`src/rtl/sd_spi_block_read.sv`:
```
// SD card single-block (CMD17) reader over SPI mode 0; streams 512 data bytes as one-cycle strobes.
// Drives the shared SPI bus only while rd_busy is high; CRC bytes are clocked in and dropped.
module sd_spi_block_read #(
    parameter int CLK_DIV       = 4,
    parameter int SDHC          = 1,
    parameter int R1_TIMEOUT    = 16,
    parameter int TOKEN_TIMEOUT = 25000
) (
    input  logic        clk_sd,
    input  logic        reset_n,
    input  logic        sd_init_done,
    input  logic        rd_start,
    input  logic [31:0] rd_sec_addr,
    output logic        rd_busy,
    input  logic        sd_spi_miso,
    output logic        sd_spi_clk,
    output logic        sd_spi_cs,
    output logic        sd_spi_mosi,
    output logic [7:0]  rd_data,
    output logic        rd_data_valid,
    output logic        rd_done,
    output logic        rd_error,
    output logic [1:0]  rd_err_code
);
    localparam int DIV_W = $clog2(CLK_DIV);
    localparam int R1_W  = $clog2(R1_TIMEOUT + 1);
    localparam int TOK_W = $clog2(TOKEN_TIMEOUT + 1);
    localparam logic [DIV_W-1:0] RISE_AT  = DIV_W'(CLK_DIV / 2 - 1);
    localparam logic [DIV_W-1:0] FALL_AT  = DIV_W'(CLK_DIV - 1);
    localparam logic [R1_W-1:0]  R1_LAST  = R1_W'(R1_TIMEOUT - 1);
    localparam logic [TOK_W-1:0] TOK_LAST = TOK_W'(TOKEN_TIMEOUT - 1);

    typedef enum logic [2:0] {
        IDLE, SEND_CMD, WAIT_R1, WAIT_TOKEN, READ_DATA, READ_CRC, FINISH, DONE
    } state_t;

    state_t           state, state_next;
    logic [1:0]       code_next;
    logic [DIV_W-1:0] div;
    logic [2:0]       bit_cnt;
    logic [47:0]      tx_shift;
    logic [7:0]       rx_shift;
    logic [2:0]       byte_cnt;
    logic [R1_W-1:0]  r1_cnt;
    logic [TOK_W-1:0] tok_cnt;
    logic [9:0]       data_cnt;
    logic             byte_pending;
    logic             running, rise_evt, fall_evt, byte_end, accept;
    logic [31:0]      cmd_arg;

    assign running  = (state != IDLE) && (state != DONE);
    assign rise_evt = running && (div == RISE_AT);
    assign fall_evt = running && (div == FALL_AT);
    // Byte decisions are taken on the falling edge that closes the byte, when rx_shift is complete.
    assign byte_end = fall_evt && (bit_cnt == 3'd7);
    assign accept   = (state == IDLE) && rd_start && sd_init_done;
    assign cmd_arg  = (SDHC != 0) ? rd_sec_addr : {rd_sec_addr[22:0], 9'd0};

    assign rd_busy     = (state != IDLE);
    assign sd_spi_cs   = !(state inside {SEND_CMD, WAIT_R1, WAIT_TOKEN, READ_DATA, READ_CRC});
    assign sd_spi_mosi = tx_shift[47];
    assign rd_done     = (state == DONE);
    assign rd_error    = rd_done && (rd_err_code != 2'd0);

    always_comb begin
        state_next = state;
        code_next  = rd_err_code;
        case (state)
            IDLE: begin
                if (accept) begin
                    state_next = SEND_CMD;
                    code_next  = 2'd0;
                end
            end
            SEND_CMD: begin
                if (byte_end && byte_cnt == 3'd5) state_next = WAIT_R1;
            end
            WAIT_R1: begin
                if (byte_end) begin
                    if (!rx_shift[7]) begin
                        if (rx_shift == 8'h00) begin
                            state_next = WAIT_TOKEN;
                        end else begin
                            state_next = FINISH;
                            code_next  = 2'd1;
                        end
                    end else if (r1_cnt == R1_LAST) begin
                        state_next = FINISH;
                        code_next  = 2'd2;
                    end
                end
            end
            WAIT_TOKEN: begin
                if (byte_end) begin
                    if (rx_shift == 8'hFE) begin
                        state_next = READ_DATA;
                    end else if (rx_shift[7:4] == 4'h0 || tok_cnt == TOK_LAST) begin
                        state_next = FINISH;
                        code_next  = 2'd3;
                    end
                end
            end
            READ_DATA: begin
                if (byte_end && data_cnt == 10'd511) state_next = READ_CRC;
            end
            READ_CRC: begin
                if (byte_end && byte_cnt == 3'd1) state_next = FINISH;
            end
            FINISH: begin
                if (byte_end) state_next = DONE;
            end
            DONE:    state_next = IDLE;
            default: state_next = IDLE;
        endcase
    end

    always_ff @(posedge clk_sd) begin
        if (!reset_n) begin
            state         <= IDLE;
            rd_err_code   <= 2'd0;
            div           <= '0;
            bit_cnt       <= 3'd0;
            sd_spi_clk    <= 1'b0;
            tx_shift      <= '1;
            rx_shift      <= 8'd0;
            byte_pending  <= 1'b0;
            rd_data       <= 8'd0;
            rd_data_valid <= 1'b0;
            byte_cnt      <= 3'd0;
            r1_cnt        <= '0;
            tok_cnt       <= '0;
            data_cnt      <= 10'd0;
        end else begin
            state         <= state_next;
            rd_err_code   <= code_next;
            rd_data_valid <= 1'b0;
            byte_pending  <= 1'b0;
            if (accept) tx_shift <= {8'h51, cmd_arg, 8'hFF};

            if (!running) begin
                div        <= '0;
                bit_cnt    <= 3'd0;
                sd_spi_clk <= 1'b0;
            end else begin
                div <= fall_evt ? '0 : div + DIV_W'(1);
                if (rise_evt) begin
                    sd_spi_clk   <= 1'b1;
                    rx_shift     <= {rx_shift[6:0], sd_spi_miso};
                    byte_pending <= (bit_cnt == 3'd7) && (state == READ_DATA);
                end
                if (byte_pending) begin
                    rd_data       <= rx_shift;
                    rd_data_valid <= 1'b1;
                end
                // MOSI refills with ones, so everything after the command frame clocks out 0xFF.
                if (fall_evt) begin
                    sd_spi_clk <= 1'b0;
                    bit_cnt    <= bit_cnt + 3'd1;
                    tx_shift   <= {tx_shift[46:0], 1'b1};
                end
            end

            if (state_next != state) begin
                byte_cnt <= 3'd0;
                r1_cnt   <= '0;
                tok_cnt  <= '0;
                data_cnt <= 10'd0;
            end else if (byte_end) begin
                case (state)
                    SEND_CMD, READ_CRC: byte_cnt <= byte_cnt + 3'd1;
                    WAIT_R1:            r1_cnt   <= r1_cnt + R1_W'(1);
                    WAIT_TOKEN:         tok_cnt  <= tok_cnt + TOK_W'(1);
                    READ_DATA:          data_cnt <= data_cnt + 10'd1;
                    default: ;
                endcase
            end
        end
    end
endmodule
```
`config.mk`:
```
export PLATFORM = sky130hd
export DESIGN_NAME = sd_spi_block_read
export DESIGN_NICKNAME = d
export VERILOG_FILES = /design/src/rtl/sd_spi_block_read.sv
export SDC_FILE = /design/constraint.sdc
export NUM_CORES = 1
export LEC_CHECK = 0
export ABC_CLOCK_PERIOD_IN_PS = 3350
export BUFFER_PORTS_ARGS = -buffer_cell sky130_fd_sc_hd__buf_2
export CAP_MARGIN = 20
export CORE_AREA = 2 2 102 104
export CTS_BUF_LIST = sky130_fd_sc_hd__clkbuf_8
export DETAILED_ROUTE_END_ITERATION = 8
export DIE_AREA = 0 0 104 106
export GPL_TIMING_DRIVEN = 0
export PLACE_DENSITY = 0.72
export SYNTH_ARGS = -nofsm -noshare
export SYNTH_HDL_FRONTEND = slang
export SYNTH_SLANG_ARGS = --single-unit
```
`constraint.sdc`:
```
create_clock -name clk_sd -period 3.35 [get_ports clk_sd]
set_clock_uncertainty 0.05 [all_clocks]
set_input_delay 0.335 -clock clk_sd [delete_from_list [all_inputs] [get_ports clk_sd]]
set_output_delay 0.335 -clock clk_sd [all_outputs]
set_load 0.01 [all_outputs]
```
# Yosys cells after proc, flatten, opt, wreduce, memory -nomap -nowiden

Index checks and enable logic that the tools add are counted.

Add/sub/neg operators: 6
Equal/unequal tests: 25
Multiplexer cells: 26
Bitwise operators: 2
Reduce and logical (&&, ||, !) cells: 32

Operators by type and width:

| kind                  | number |
|---|---|
| $mux 48               | 3 |
| $mux 3                | 12 |
| $pmux 3 s8            | 1 |
| $eq 3x3->1 const B    | 6 |
| $mux 2                | 8 |
| $add 15x1->15 const B | 1 |
| $eq 15x15->1 const B  | 1 |
| $reduce_and 2->1      | 7 |
| $logic_and 1x1->1     | 11 |
| $add 10x1->10 const B | 1 |
| $eq 10x9->1 const B   | 1 |
| $eq 8x8->1 const B    | 1 |
| $logic_not 8->1       | 1 |
| $ne 2x2->1 const B    | 4 |
| $reduce_and 8->1      | 1 |
| $add 3x1->3 const B   | 2 |
| $eq 3x1->1 const B    | 2 |
| $eq 3x2->1 const B    | 2 |
| $ne 3x3->1 const B    | 2 |
| $pmux 2 s3            | 1 |
| $reduce_bool 3->1     | 2 |
| $add 5x1->5 const B   | 1 |
| $eq 5x4->1 const B    | 1 |
| $reduce_bool 5->1     | 1 |
| other kinds (16)      | 18 |

Register bits after elaboration: 110
Input port bits: 37
Output and inout port bits: 17
Logic and storage cells: 105

# Logic depth before layout (Yosys ltp)

Gate-level depths: netlist of run 1.

Word-level depth: 9
Mapped depth: 10
Gate-level depth less buffers: 7

# Least setup slack after synthesis of run 1

OpenSTA, ideal clock, no wires.

Kind: reg2reg
Start: register bit_cnt[0]
End: register data_cnt[5]
Setup time: 0.087 ns
Arrival time: 2.000 ns
Required time: 3.213 ns
Setup slack: 1.212 ns
Stages on the path, launching flop included: 11
Buffers on the path: 3
Period minus slack after synthesis: 2.138 ns
Cell sequence: dfxtp_1 ha_1 ha_1 and2_1 clkbuf_1 o21ai_0 o221ai_1 and3_1 buf_2 buf_4 nor4_4

Longest elaborated chain between the ends: 7
Elaborated cells between the ends (all ways): 15
Those cells by class: 2 x eq/ne; 7 x mux; 6 x reduce/logical

Ends and longest elaborated chain:

| what                                        | line         | source |
|---|---|---|
| from (decl)                                 | 40           | `logic [2:0] bit_cnt;` |
| from (signal assigned)                      | 158          | `bit_cnt <= bit_cnt + 3'd1;` |
| $eq 3x3->1 *                                | 55           | `assign byte_end = fall_evt && (bit_cnt == 3'd7);` |
| $logic_and 1x1->1 *                         | 55           |  |
| $logic_and 1x1->1, on equally long branches | 107, 104, 76 |  |
| $mux 3, on equally long branches            | 107, 104, 76 |  |
| $pmux 3 s8                                  | 68           | `case (state)` |
| $ne 3x3->1                                  | 163          | `if (state_next != state) begin` |
| $reduce_or 2->1 (no line)                   | -            |  |
| to (signal assigned)                        | 173          | `READ_DATA: data_cnt <= data_cnt + 10'd1;` |
| to (decl)                                   | 46           | `logic [9:0] data_cnt;` |

Every way passes the cells marked *; elsewhere a longest branch is shown, timed or not.
A chain may end at the register's enable or synchronous reset.

# Final worst setup path of run 1

Start: register div[0]
End: register tok_cnt[7]

Longest elaborated chain between the ends: 8
Elaborated cells between the ends (all ways): 16
Those cells by class: 2 x eq/ne; 7 x mux; 7 x reduce/logical

Ends and longest elaborated chain:

| what                                        | line         | source |
|---|---|---|
| from (decl)                                 | 39           | `logic [DIV_W-1:0] div;` |
| from (signal assigned)                      | 145          | `div <= fall_evt ? '0 : div + DIV_W'(1);` |
| $eq 2x2->1 *                                | 53           | `assign fall_evt = running && (div == FALL_AT);` |
| $logic_and 1x1->1 *                         | 53           |  |
| $logic_and 1x1->1 *                         | 55           |  |
| $logic_and 1x1->1, on equally long branches | 107, 104, 76 |  |
| $mux 3, on equally long branches            | 107, 104, 76 |  |
| $pmux 3 s8                                  | 68           |  |
| $ne 3x3->1                                  | 163          |  |
| $reduce_or 2->1 (no line)                   | -            |  |
| to (signal assigned)                        | 172          | `WAIT_TOKEN: tok_cnt <= tok_cnt + TOK_W'(1);` |
| to (decl)                                   | 45           | `logic [TOK_W-1:0] tok_cnt;` |

Marks and branches as above.

==> impl.org, run 1 <==
** GRT
- Global-route wire length before repair :: 21320 µm
- The number of global-route vias before repair is 4539.
- The number of antenna violations at the first check in global routing is 0.
- Total global-route track usage :: between 20% and 30%
- Maximum number of pins on one net before global-route repair :: 17
- Global route total overflow :: 0

** Setup path
- Series of cell instances along the critical path :: ha_1 -> buf_1 -> nand4b_1 -> nor3b_1 -> a2111oi_4 -> nand2_2 -> buf_6 -> nor4_2
- STA puts the critical path data arrival time at around 2.9 ns.
- CP required :: 3.56 ns
- Type of the worst setup path :: flip-flop to flip-flop
- Along the worst path, the maximum fanout reaches 10.
- Worst path top cell family by delay :: simple AND/OR/NAND/NOR gates
- The worst setup path is captured at a flip-flop.
- Among all stages on the critical path, the largest delay is contributed by sky130_fd_sc_hd__nor3b_1.
- Worst Setup Start Kind :: flip-flop
- Buffers & Inverters on Critical Path :: 2
- On the worst path, the slowest cell contributes a delay of 0.50 ns.

** Timing
- Setup TNS after final layout :: 0 ns
- Number of failing setup endpoints in the final timing report :: 0
- Unrepaired setup endpoints after global routing :: false
- For the pin with the worst max-slew slack, the measured transition is 0.6876 ns.
- Max-slew headroom at the worst pin :: 53.81%
- Max-slew violation count :: 0
- In the post-route analysis, the smallest setup slack over all paths is 0.6432 ns.
- The routed design could run at a clock period as short as 2.707 ns.
- Final Hold Violating Endpoints :: 0
- Tcrit/Tclk final :: 80.80%
- Timing-limited maximum frequency :: 369.4 MHz

** Pwr
- Reported leakage power :: around 2.3 nW
- In this run the power density over the cells is 403.0 nW/µm².
- Max VDD drop :: 0.2321 mV

** Worst hold path
- The worst hold path belongs to the class input port to flip-flop.

** Route
- The count of nets left with antenna violations once routing finished came out at 0.
- Number of DRC markers in iteration 0 :: 335
- Wire length per cell after detailed routing :: 14.74 µm
- The routed design has 12410 µm of wire.
- Overall via count from detail_route :: 4737
- Vias per cell :: 5.626
- Pre-antenna DRT Iters :: 5
- For this run, design rule violations remaining after detail routing come to 0.

** Clock network
- The clock reaches the later pin of the worst-skew pair after 0.38 ns.
- Clock-pin slew reported for the worst setup and hold paths after clock tree synthesis :: 0.10 ns
- The root buffer cell chosen for the clock tree is sky130_fd_sc_hd__clkbuf_8.
- Hold-fix buffers, CTS :: 0
- Max Buffers Root-to-Sink :: 2
- Once the clock tree was built, the resizer swapped 0 gates to a different size.
- The clock net in this run drives a total of 110 sinks.
- Clock buffer count from CTS :: 9
- Post-CTS timing repair inserted 0 buffers for setup.
- TritonCTS built the clock tree.
- H-tree depth reported by CTS :: 3

** Logic synthesis
- The largest total area in the synthesized netlist belongs to sky130_fd_sc_hd__dfxtp_1.
- A synthesized cell averages 8.409 µm².
- Share of synthesized flip-flops with an asynchronous set or reset :: 0%
- After synthesis, the cell types taking the most area are sky130_fd_sc_hd__dfxtp_1 (41%), sky130_fd_sc_hd__nand2_1 (7.8%), sky130_fd_sc_hd__nor4_2 (6.3%).
- After synthesis the netlist holds a flip-flop and latch count of 110.
- Yosys synthesis warning count :: 0
- Of the post-synthesis cell area, the dominant cell type holds 41.04%.
- Netlist cell types :: 50
- In this run the cell area of the synthesized design comes to 5365 µm².
- Synthesis handed over a netlist of between 600 and 700 instances.
- Of the synthesized area, sequential elements account for 41.04%.
- In this run, synthesis inferred 0 flip-flops with an integrated enable.
- In the synthesized netlist the dominant register cell turns out to be sky130_fd_sc_hd__dfxtp_1.
- Net count after synthesis :: 685

** Finish
- From synthesis to final layout, the design area changed by 12.03%.
- The filler cells instantiated in the layout total 941.
- The post-route netlist has 17.99% of its cells at a drive strength greater than 1.
- The multi-input combinational cells in the finished layout cover a total of ~2900 µm².
- Register cell area after layout :: 2202 µm²
- In the layout the commonest cells are sky130_fd_sc_hd__nand2_1 (112), sky130_fd_sc_hd__dfxtp_1 (110), sky130_fd_sc_hd__nor2_1 (62).
- Antenna Diode Count :: 0
- Layout net count :: ~750
- Leaving out fill and tap cells, the most frequent cell in the layout is sky130_fd_sc_hd__nand2_1.
- Number of cells in the finished layout apart from fillers :: 842

** Placed design
- Post-placement worst setup slack :: 0.6723 ns
- Port buffering added 52 buffers.
- The congestion estimate from routability-driven global placement came to 0.8815.
- Including well taps, the total number of placed cells is 826.
- Summed over all nets, the half-perimeter wirelength after detailed placement is 8865 µm.

** Die
- 54 I/O pins were placed.
- The die covers 11020 µm².
- For this configuration, the core starts out at a cell density of between 50% and 60%.
- Measured along the y axis, the die boundary spans 106 µm.
- Floorplan Core Area :: 10000 µm²
- Measured along the x axis, the die boundary spans 104 µm.
- Number of core rows :: 37

** Flow run
- The tool flagged a number of max-cap violations equal to 0.

** Status
- Run status :: completed
==> through the flow <==
| stage | area (µm²) | total power [mW] | util [%] | hold slack (ns) |
|---|---|---|---|---|
| global route | 6011 | 2.512 | 60.11 | 0.1711 |
| finish | 6011 | 2.422 | 60.11 | 0.1587 |
| floorplan | 5365 | 1.514 | - | 0.3670 |
| global placement | 5796 | 1.568 | 57.96 | 0.3939 |
| detailed placement | 5796 | 1.577 | 57.96 | 0.3971 |
| CTS | 6011 | 2.437 | 60.11 | 0.1411 |
==> cell families after synthesis <==
kind of cell / after synthesis / synth area share [%]
DFF: 110 / 41.04
xor gates and xnor gates: 30 / 4.897
AOI/OAI and AO/OA: 74 / 8.303
and+or+nand+nor: 346 / 36.40
adders and majority gates: 10 / 2.332
buffers and inverters: 59 / 5.340
muxes: 9 / 1.679
==> final cells by class <==
| cell class | count | area share (%) |
|---|---|---|
| inverter | 13 | 0.8118 |
| tap | 136 | 2.831 |
| buffer | 46 | 3.955 |
| clock inverter | 6 | 1.291 |
| sequential | 110 | 36.64 |
| clock buffer | 10 | 2.290 |
| multi-input combinational | 469 | 47.86 |
| timing repair buffer | 52 | 4.330 |
==> synth_stat cells (9+ instances only) <==
cell type and n:
sky130_fd_sc_hd__nor2_1 62, sky130_fd_sc_hd__mux2i_1 9, sky130_fd_sc_hd__ha_1 10, sky130_fd_sc_hd__dfxtp_1 110
sky130_fd_sc_hd__inv_1 13, sky130_fd_sc_hd__xnor2_1 22, sky130_fd_sc_hd__nor4_2 27, sky130_fd_sc_hd__nor3_1 25
sky130_fd_sc_hd__and3_1 38, sky130_fd_sc_hd__o21ai_0 41, sky130_fd_sc_hd__a21oi_1 18, sky130_fd_sc_hd__nand3_1 38
sky130_fd_sc_hd__clkbuf_1 28, sky130_fd_sc_hd__nand2_1 112
==> registers in the layout (all words and copies together) (netlist names) <==
register and count:
bit_cnt 3, tok_cnt 15, tx_shift 48, rd_data 8, byte_cnt 3, data_cnt 10
r1_cnt 5, div 2, rx_shift 8, byte_pending 1, sd_spi_clk 1, rd_data_valid 1
state 3, rd_err_code 2
==> tightest hold or removal path, cell delays in order <==
cell	delay [ns]
sky130_fd_sc_hd__buf_2	0.10
sky130_fd_sc_hd__nand3_1	0.06
sky130_fd_sc_hd__a21oi_1	0.06
==> power breakdown <==
group / total [mW] / switching [mW] / internal, mW
Combinational: 0.188 / 0.111 / 0.0765
Clock: 0.875 / 0.441 / 0.434
Sequential: 1.36 / 0.0188 / 1.34
==> layer usage <==
| layer | share of wire, % | GRT usage [%] | vias to the layer above |
|---|---|---|---|
| met1 | 46 | 30.57 | 2264 |
| met3 | 5.3 | 3.372 | 11 |
| met2 | 48 | 39.38 | 129 |
| met4 | 1.3 | 8.880 | 0 |
| li1 | - | - | 2333 |
| met5 | 0 | 0 | - |
==> worst paths after layout <==
check,start,endpoint,slack [ns],cells after the start
worst max-delay path,div[0],tok_cnt[7],0.64,8
worst min-delay path,sd_spi_miso,rx_shift[0],0.16,3
worst min register to register,rd_data[6],rd_data[6],0.41,2
worst max register to register,div[0],tok_cnt[7],0.64,8
Power figures use the tool's default switching activity.
==> inputs of run 2 (changes only) <==
--- a/config.mk
+++ b/config.mk
@@ -5,7 +5,7 @@
 export SDC_FILE = /design/constraint.sdc
 export NUM_CORES = 1
 export LEC_CHECK = 0
-export ABC_CLOCK_PERIOD_IN_PS = 3350
+export ABC_CLOCK_PERIOD_IN_PS = 2770
 export BUFFER_PORTS_ARGS = -buffer_cell sky130_fd_sc_hd__buf_2
 export CAP_MARGIN = 20
 export CORE_AREA = 2 2 102 104
==> constraint.sdc (replaced) <==
create_clock -name clk_sd -period 2.77 [get_ports clk_sd]
set_clock_uncertainty 0.05 [all_clocks]
set_input_delay 0.277 -clock clk_sd [delete_from_list [all_inputs] [get_ports clk_sd]]
set_output_delay 0.277 -clock clk_sd [all_outputs]
set_load 0.01 [all_outputs]
==> impl.org, run 2 (synthesis gave the netlist of run 1 again) <==
** Placed design
- Area of placed instances :: 5796 µm² (unchanged)
- The number of port buffers came to 52 (unchanged).
- Detailed placement HPWL :: 8865 µm (unchanged)
- Post-placement worst setup slack :: 0.09233 ns (-0.5800 ns)
- The placer congestion estimate was 0.8815 (unchanged).

** Timing
- Final Hold Violating Endpoints :: 0 (unchanged)
- Max-slew violation count :: 0 (unchanged)
- Number of failing setup endpoints in the final timing report :: 0 (unchanged)
- The tightest slew margin relative to the limit was 54.56% (+0.75 points).
- The maximum clock frequency came to 387.7 MHz (+5.0%).
- The minimum period implied by the final worst setup slack is 2.579 ns (-0.1277 ns).
- The final clock period utilization by the worst path is 93.11% (+12 points).
- Worst setup margin :: 0.1910 ns (-0.4523 ns)
- Least-Margin Pin Slew :: 0.6764 ns (-0.01113 ns)
- The final sum of negative setup slack is 0 ns (unchanged).
- Unrepaired setup endpoints after global routing :: false

** Finish
- Final design area excluding fillers :: 6015 µm² (about the same)
- In the final layout, the registers with the most flip-flops are tx_shift (48), tok_cnt (15), data_cnt (10).
- The count of antenna diodes in the layout is 0 (unchanged).
- Layout net count :: 748 (unchanged)
- Number of flip-flops in the largest register :: 48 (unchanged)
- The signed area change from the synthesized netlist to the final layout was 12.10% (about the same).
- In the layout the commonest cells are sky130_fd_sc_hd__nand2_1 (112), sky130_fd_sc_hd__dfxtp_1 (110), sky130_fd_sc_hd__nor2_1 (61).
- Register with the most flip-flops :: tx_shift
- Leading cell type in the layout, fill and taps excluded :: sky130_fd_sc_hd__nand2_1
- Filler cells :: 940 (-0.11%)
- The share of layout cells above drive strength 1 is 18.27% (+0.28 points).

** Route
- Drt drc :: 0 (unchanged)
- Wire length per cell after detailed routing :: 14.69 µm (-0.31%)
- Pre-antenna DRT Iters :: 4 (-1)
- Vias per cell :: 5.610 (-0.27%)
- Overall via count from detail_route :: 4724 (-0.27%)
- The initial DRC count is 337 (+0.60%).
- The antenna violation net count after detailed routing was 0 (unchanged).
- Total Routed Length :: 12370 µm (-0.31%)

** Clock network
- Clock-pin slew reported for the worst setup and hold paths after clock tree synthesis :: 0.10 ns (about the same)
- The total clock sinks is 110 (unchanged).
- The latest clock arrival within the worst-skew pair is 0.38 ns (about the same).
- Clock tree from TritonCTS :: done
- Post-CTS setup buffer count :: 0 (unchanged)
- Clock buffer count from CTS :: 9 (unchanged)
- Max Buffers Root-to-Sink :: 2 (unchanged)
- The H-tree depth is 3 (unchanged).
- The number of buffers inserted for hold repair after clock tree synthesis was 0 (unchanged).
- CTS Root Buffer Type :: sky130_fd_sc_hd__clkbuf_8
- Resize count post-CTS :: 0 (unchanged)

** Die
- The chip width was 104 µm (unchanged).
- The die extent in y is 106 µm (unchanged).
- Top-level port count :: 54 (unchanged)
- Floorplan Core Area :: 10000 µm² (unchanged)
- The full die area is 11020 µm² (unchanged).
- Initial Util :: 53.65% (unchanged)
- Number of core rows :: 37 (unchanged)

** Setup path
- Worst Setup Start Kind :: flip-flop
- Depth of the worst register-to-register path :: 10 (+2)
- CP required :: 3.01 ns (-0.55 ns)
- Arr. time, crit path :: 2.82 ns (-0.10 ns)
- In this run the critical register-to-register path is launched from bit_cnt[0].
- The highest fanout seen on the critical path was 10 (unchanged).
- R2R Setup Slk :: 0.19 ns (-0.45 ns)
- The critical path is of the flip-flop to flip-flop type.
- Category of the worst setup path capture point :: flip-flop
- Reg-to-reg endpoint :: data_cnt[9]

** Flow run
- Maximum Capacitance Violations :: 0 (unchanged)

** Worst hold path
- The worst hold path terminates at rx_shift[0].
- Hold depth :: 3 (unchanged)
- In this run the most critical hold path is launched from sd_spi_miso.
- The path class of the tightest hold or removal check is input port to flip-flop.

** Pwr
- The static leakage power was 2.309 nW (+0.14%).
- Total Power Consumption :: 2.931 mW (+21%)
- The maximum vdd drop is 0.2807 mV (+21%).
- The total power density per cell area is 487.3 nW/µm² (+21%).

** GRT
- Global route total overflow :: 0 (unchanged)
- Global-route track usage on met1 :: 30.57% (unchanged)
- Top Usage Layer GRT :: met2
- The number of antenna violations at the first check in global routing was 0 (unchanged).
- The fraction of met3 tracks used by global routing was 3.372% (unchanged).
- Maximum number of pins on one net before global-route repair :: 17 (unchanged)
- The total track usage came to 23.41% (unchanged).
- Global-route wire length before repair :: 21320 µm (unchanged)
- Number of global-route vias before repair :: 4539 (unchanged)
- The met2 track utilization from global routing was 39.38% (unchanged).

** Status
- Run status :: completed
[run 2: cell count changes in the layout (fill, tap and decap cells not counted), sizes merged]
cell,change
buf,-1
clkbuf,+1
[run 2: through the flow]
stage	util, %	cells	hold WS (ns)
after global placement	57.96	826	0.3939
after floorplan	-	638	0.3670
after global routing	60.15	842	0.1131
final	60.15	842	0.1040
after CTS	60.11	842	0.08310
after detailed placement	57.96	826	0.3971
[run 2: final cells by class]
| cell class | count | area [µm²] | share of cell area [%] |
|---|---|---|---|
| timing repair buffer | 52 | 260.3 | 4.327 |
| tap | 136 | 170.2 | 2.829 |
| inverter | 13 | 48.80 | 0.8113 |
| clock inverter | 6 | 77.57 | 1.290 |
| sequential | 110 | 2202 | 36.61 |
| clock buffer | 10 | 137.6 | 2.288 |
| buffer | 46 | 239.0 | 3.973 |
| multi-input combinational | 469 | 2879 | 47.87 |
[run 2: worst max-delay path by stage]
stage	to	slack, ns	depth (start not counted)	start
floorplan	data_cnt[5]	0.63	10	bit_cnt[0]
global placement	tok_cnt[10]	0.17	8	div[0]
detailed placement	tok_cnt[3]	0.09	8	div[0]
CTS	tok_cnt[3]	0.04	8	div[0]
global route	tok_cnt[3]	0.04	10	bit_cnt[0]
finish	data_cnt[9]	0.19	10	bit_cnt[0]
[run 2: layer usage]
| metal | wire, µm | vias up |
|---|---|---|
| li1 | - | 2333 |
| met5 | 0 | - |
| met1 | 5620 | 2253 |
| met4 | 161 | 0 |
| met2 | 5961 | 127 |
| met3 | 624 | 11 |
[run 2: worst max-delay path, stage by stage, from the launching register on]
cell,delay (ns)
sky130_fd_sc_hd__dfxtp_1,0.34
sky130_fd_sc_hd__ha_1,0.20
sky130_fd_sc_hd__ha_1,0.30
sky130_fd_sc_hd__and2_1,0.18
sky130_fd_sc_hd__clkbuf_1,0.23
sky130_fd_sc_hd__o21ai_1,0.19
sky130_fd_sc_hd__o221ai_1,0.16
sky130_fd_sc_hd__and3_1,0.20
sky130_fd_sc_hd__buf_2,0.16
sky130_fd_sc_hd__buf_4,0.20
sky130_fd_sc_hd__nor4_2,0.30
[run 2: power by group]
part           switching [mW]  internal (mW)
Combinational           0.135         0.0926
Clock                   0.534          0.525
Sequential             0.0226           1.62
==> inputs of run 3 (changes only) <==
==> config.mk (replaced) <==
export PLATFORM = sky130hd
export DESIGN_NAME = sd_spi_block_read
export DESIGN_NICKNAME = d
export VERILOG_FILES = /design/src/rtl/sd_spi_block_read.sv
export SDC_FILE = /design/constraint.sdc
export NUM_CORES = 1
export LEC_CHECK = 0
export ABC_AREA = 1
export ABC_CLOCK_PERIOD_IN_PS = 2770
export BUFFER_PORTS_ARGS = -buffer_cell sky130_fd_sc_hd__buf_4
export CAP_MARGIN = 20
export CELL_PAD_IN_SITES_DETAIL_PLACEMENT = 1
export CELL_PAD_IN_SITES_GLOBAL_PLACEMENT = 2
export CORE_AREA = 2 2 122 124
export CTS_BUF_LIST = sky130_fd_sc_hd__clkbuf_8
export DETAILED_ROUTE_END_ITERATION = 8
export DIE_AREA = 0 0 124 126
export GPL_TIMING_DRIVEN = 0
export PLACE_DENSITY = 0.78
export SYNTH_ARGS = -nofsm -noshare
export SYNTH_HDL_FRONTEND = slang
export SYNTH_SLANG_ARGS = --single-unit
==> impl.org, run 3 <==
** Timing
- The hold violation total from the final report came to 0 (unchanged).
- Max-slew violation count :: 0 (unchanged)
- Timing-limited maximum frequency :: 423.5 MHz (+9.2%)
- Tcrit/Tclk final :: 85.25% (-7.9 points)
- The tightest slew margin relative to the limit came to 64.95% (+10 points).
- Least-Margin Pin Slew :: 0.5125 ns (-0.1639 ns)
- Number of failing setup endpoints in the final timing report :: 0 (unchanged)
- The minimum period implied by the final worst setup slack is 2.362 ns (-0.2175 ns).
- The worst hold slack was 0.1271 ns (+0.02305 ns).
- Setup repair after global routing left no endpoint under its margin.
- The final sum of negative setup slack is 0 ns (unchanged).

** Worst hold path
- Worst hold path endpoint :: rx_shift[0]
- Startpoint of the worst hold path :: sd_spi_miso
- The path class of the tightest hold or removal check is input port to flip-flop.
- Hold depth :: 3 (unchanged)

** Logic synthesis
- Largest family of logic cells by synthesized area :: simple AND/OR/NAND/NOR gates
- Yosys synthesis warning count :: 0 (unchanged)
- Arithmetic-cell share of the synthesized area counting full adders, half adders and majority gates :: 2.534% (+0.20 points)
- The xor/xnor cell area share of the yosys netlist came to 5.143% (+0.25 points).
- Top post-synthesis cells by count :: sky130_fd_sc_hd__nand2_1 (121), sky130_fd_sc_hd__dfxtp_1 (110), sky130_fd_sc_hd__nor2_1 (75)
- Post-synth top area share :: 44.59% (+3.5 points)
- For this run, the leading register cell type out of synthesis is sky130_fd_sc_hd__dfxtp_1.
- The mean instance size in the synthesized netlist was 7.741 µm² (-8.0%).
- The fraction of synthesis flops using an asynchronous set or reset pin came to 0% (unchanged).
- Yosys instantiated no cell more often than sky130_fd_sc_hd__nand2_1.
- Area contributors post-synth :: sky130_fd_sc_hd__dfxtp_1 (45%), sky130_fd_sc_hd__nand2_1 (9.2%), sky130_fd_sc_hd__nor2_1 (5.7%)
- Register area share after synthesis :: 44.59% (+3.5 points)
- The net count after synthesis came to 685 (unchanged).
- Number of flops mapped to enable cells by yosys :: 0 (unchanged)
- Number of standard cells after synthesis :: 638 (unchanged)
- The simple logic cell fraction of the synthesized area is 28.50% (-7.9 points).
- Netlist cell types :: 34 (-32%)
- Netlist Area Pre-Place :: 4938 µm² (-8.0%)
- The largest total area in the synthesized netlist belongs to sky130_fd_sc_hd__dfxtp_1.
- The number of synthesized register bits was 110 (unchanged).
- The fraction of the mapped netlist area in compound gates is 11.07% (+2.8 points).
- The mux cell area share after synthesis came to 0.8614% (-0.82 points).

** Die
- The floorplan row count was 44 (+19%).
- The chip width was 124 µm (+19%).
- The total core area was 14310 µm² (+43%).
- The I/O pin total came to 54 (unchanged).
- The die extent in y is 126 µm (+19%).
- Initial Util :: 34.50% (-19 points)
- Die area :: 15620 µm² (+42%)

** Setup path
- Arr. time, crit path :: 2.64 ns (-0.18 ns)
- Launch point of the worst reg-to-reg path :: state[1]
- CP required :: 3.04 ns (+0.03 ns)
- STA classifies the critical path startpoint as a flip-flop.
- Reg-to-reg endpoint :: tx_shift[35]
- The worst setup path is captured at a flip-flop.
- Type of the worst setup path :: flip-flop to flip-flop
- Critical path peak fanout :: 10 (unchanged)
- Depth of the worst register-to-register path :: 10 (unchanged)
- The slack of the worst reg-to-reg path came to 0.41 ns (+0.22 ns).

** Finish
- Leaving out fill and tap cells, the most frequent cell in the layout is sky130_fd_sc_hd__nand2_1.
- The library cells used most frequently in the layout, excluding fill and tap cells, are sky130_fd_sc_hd__nand2_1 (121), sky130_fd_sc_hd__dfxtp_1 (110), sky130_fd_sc_hd__nor2_1 (75).
- The share of layout cells above drive strength 1 was 15.98% (-2.3 points).
- The count of fill cells added during filler insertion came to 1775 (+89%).
- The final-stage net count came to 749 (+0.13%).
- tx_shift holds more flip-flops than any other register.
- Antenna Diode Count :: 0 (unchanged)
- The number of flip-flops in the largest register came to 48 (unchanged).
- Area growth from synthesis to final layout :: 17.38%
- The number of standard cells in the layout, taps in and fillers out is 891 (+5.8%).
- Largest registers in the final layout :: tx_shift (48), tok_cnt (15), data_cnt (10)

** Clock network
- CTS Root Buffer Type :: sky130_fd_sc_hd__clkbuf_8
- The total clock sinks is 110 (unchanged).
- TritonCTS built the clock tree.
- The buffer levels on the longest clock path came to 2 (unchanged).
- Hold-fix buffers, CTS :: 0 (unchanged)
- Clock-pin slew reported for the worst setup and hold paths after clock tree synthesis :: 0.12 ns (+0.02 ns)
- The total CTS buffers came to 9 (unchanged).
- The total setup buffers inserted after CTS is 0 (unchanged).
- H-tree depth reported by CTS :: 3 (unchanged)
- Resize count post-CTS :: 0 (unchanged)
- The latest clock arrival within the worst-skew pair is 0.39 ns (about the same).

** Route
- The via density per instance is 4.852 (-14%).
- Post-route antenna net violation count :: 0 (unchanged)
- The final routed wire length divided by cell count is 13.77 µm (-6.2%).
- Total Routed Length :: 12270 µm (-0.78%)
- The total via count after detailed routing is 4323 (-8.5%).
- The number of iterations in the first detailed-routing pass is 4 (unchanged).
- Number of DRC markers in iteration 0 :: 213 (-37%)
- Drt drc :: 0 (unchanged)

** GRT
- Global route total overflow :: 0 (unchanged)
- The number of global-route vias before repair came to 4510 (-0.64%).
- Total global-route track usage :: 16.83% (-6.6 points)
- Global-route wire length before repair :: 21180 µm (-0.65%)
- The maximum number of pins on one net before global-route repair was 19 (+2).
- The number of antenna violations at the first check in global routing is 0 (unchanged).

** Placed design
- Detailed placement HPWL :: 9028 µm (+1.8%)
- Inst Count DP :: 875 (+5.9%)
- The number of port buffers is 53 (+1.9%).
- The placer congestion estimate is 0.7986 (-9.4%).

** Pwr
- The maximum vdd drop was 0.2016 mV (-28%).
- Reported leakage power :: 2.173 nW (-5.9%)
- The total power density per cell area is 522.0 nW/µm² (+7.1%).
- The sum of internal, switching and leakage power was 3.026 mW (+3.3%).

** Flow run
- Maximum Capacitance Violations :: 0 (unchanged)

** Status
- Run status :: completed
-- run 3: power by group --
part	switching, mW	total (mW)	internal, mW
registers	0.0222	1.64	1.62
clock network	0.587	1.13	0.541
logic	0.144	0.258	0.114
total	0.753	3.03	2.27
-- run 3: worst max-delay path: stages, from the launching register on --
cell and delay, ns:
sky130_fd_sc_hd__dfxtp_1 0.38, sky130_fd_sc_hd__nor2_1 0.20, sky130_fd_sc_hd__nand2_4 0.14, sky130_fd_sc_hd__inv_1 0.12, sky130_fd_sc_hd__nand3_1 0.38, sky130_fd_sc_hd__inv_1 0.27, sky130_fd_sc_hd__clkbuf_1 0.43, sky130_fd_sc_hd__nand2_1 0.10
sky130_fd_sc_hd__nand3_1 0.08, sky130_fd_sc_hd__o21ai_0 0.09, sky130_fd_sc_hd__nand2_1 0.07
-- run 3: cells by family after synthesis --
group	after synthesis
multiplexers	4
flip-flops	110
adder cells (fa/ha/maj)	10
AO/OA/AOI/OAI	88
XOR/XNOR	29
AND/OR/NAND/NOR	307
buffers and inverters	90
-- run 3: cell type report --
type | count | area, µm² | share of cell area (%)
plain buffers | 28 | 127.6 | 2.202
clock buffers | 10 | 137.6 | 2.374
clock inverters | 6 | 92.59 | 1.597
inverters | 62 | 232.7 | 4.015
multi-input cells | 438 | 2376 | 40.99
flip-flops and latches | 110 | 2202 | 37.99
well taps | 184 | 230.2 | 3.972
repair buffers | 53 | 397.9 | 6.864
-- run 3: metrics by stage --
step | area (µm²) | util (%) | setup WS [ns]
6_report | 5797 | 40.50 | 0.4085
5_1_grt | 5797 | 40.50 | 0.09110
4_1_cts | 5797 | 40.50 | 0.3161
3_5_place_dp | 5567 | 38.89 | 0.3529
3_3_place_gp | 5567 | 38.89 | 0.3843
2_1_floorplan | 4938 | - | 0.9296
-- run 3: routing by layer --
layer,GRT usage [%],vias up,routed length [µm]
li1,-,2210,-
met1,21.12,2052,5834
met2,29.09,51,5889
met3,2.627,10,381
met4,5.750,0,166
met5,0,-,0
-- run 3: how the worst max path moves through the flow --
stage | slack, ns | end | start | cells after the start
global placement | 0.38 | tx_shift[35] | state[2] | 10
finish | 0.41 | tx_shift[35] | state[1] | 10
CTS | 0.32 | tx_shift[35] | state[0] | 10
global route | 0.09 | tx_shift[35] | state[0] | 10
floorplan | 0.93 | tok_cnt[13] | bit_cnt[0] | 10
detailed placement | 0.35 | tx_shift[35] | state[0] | 10
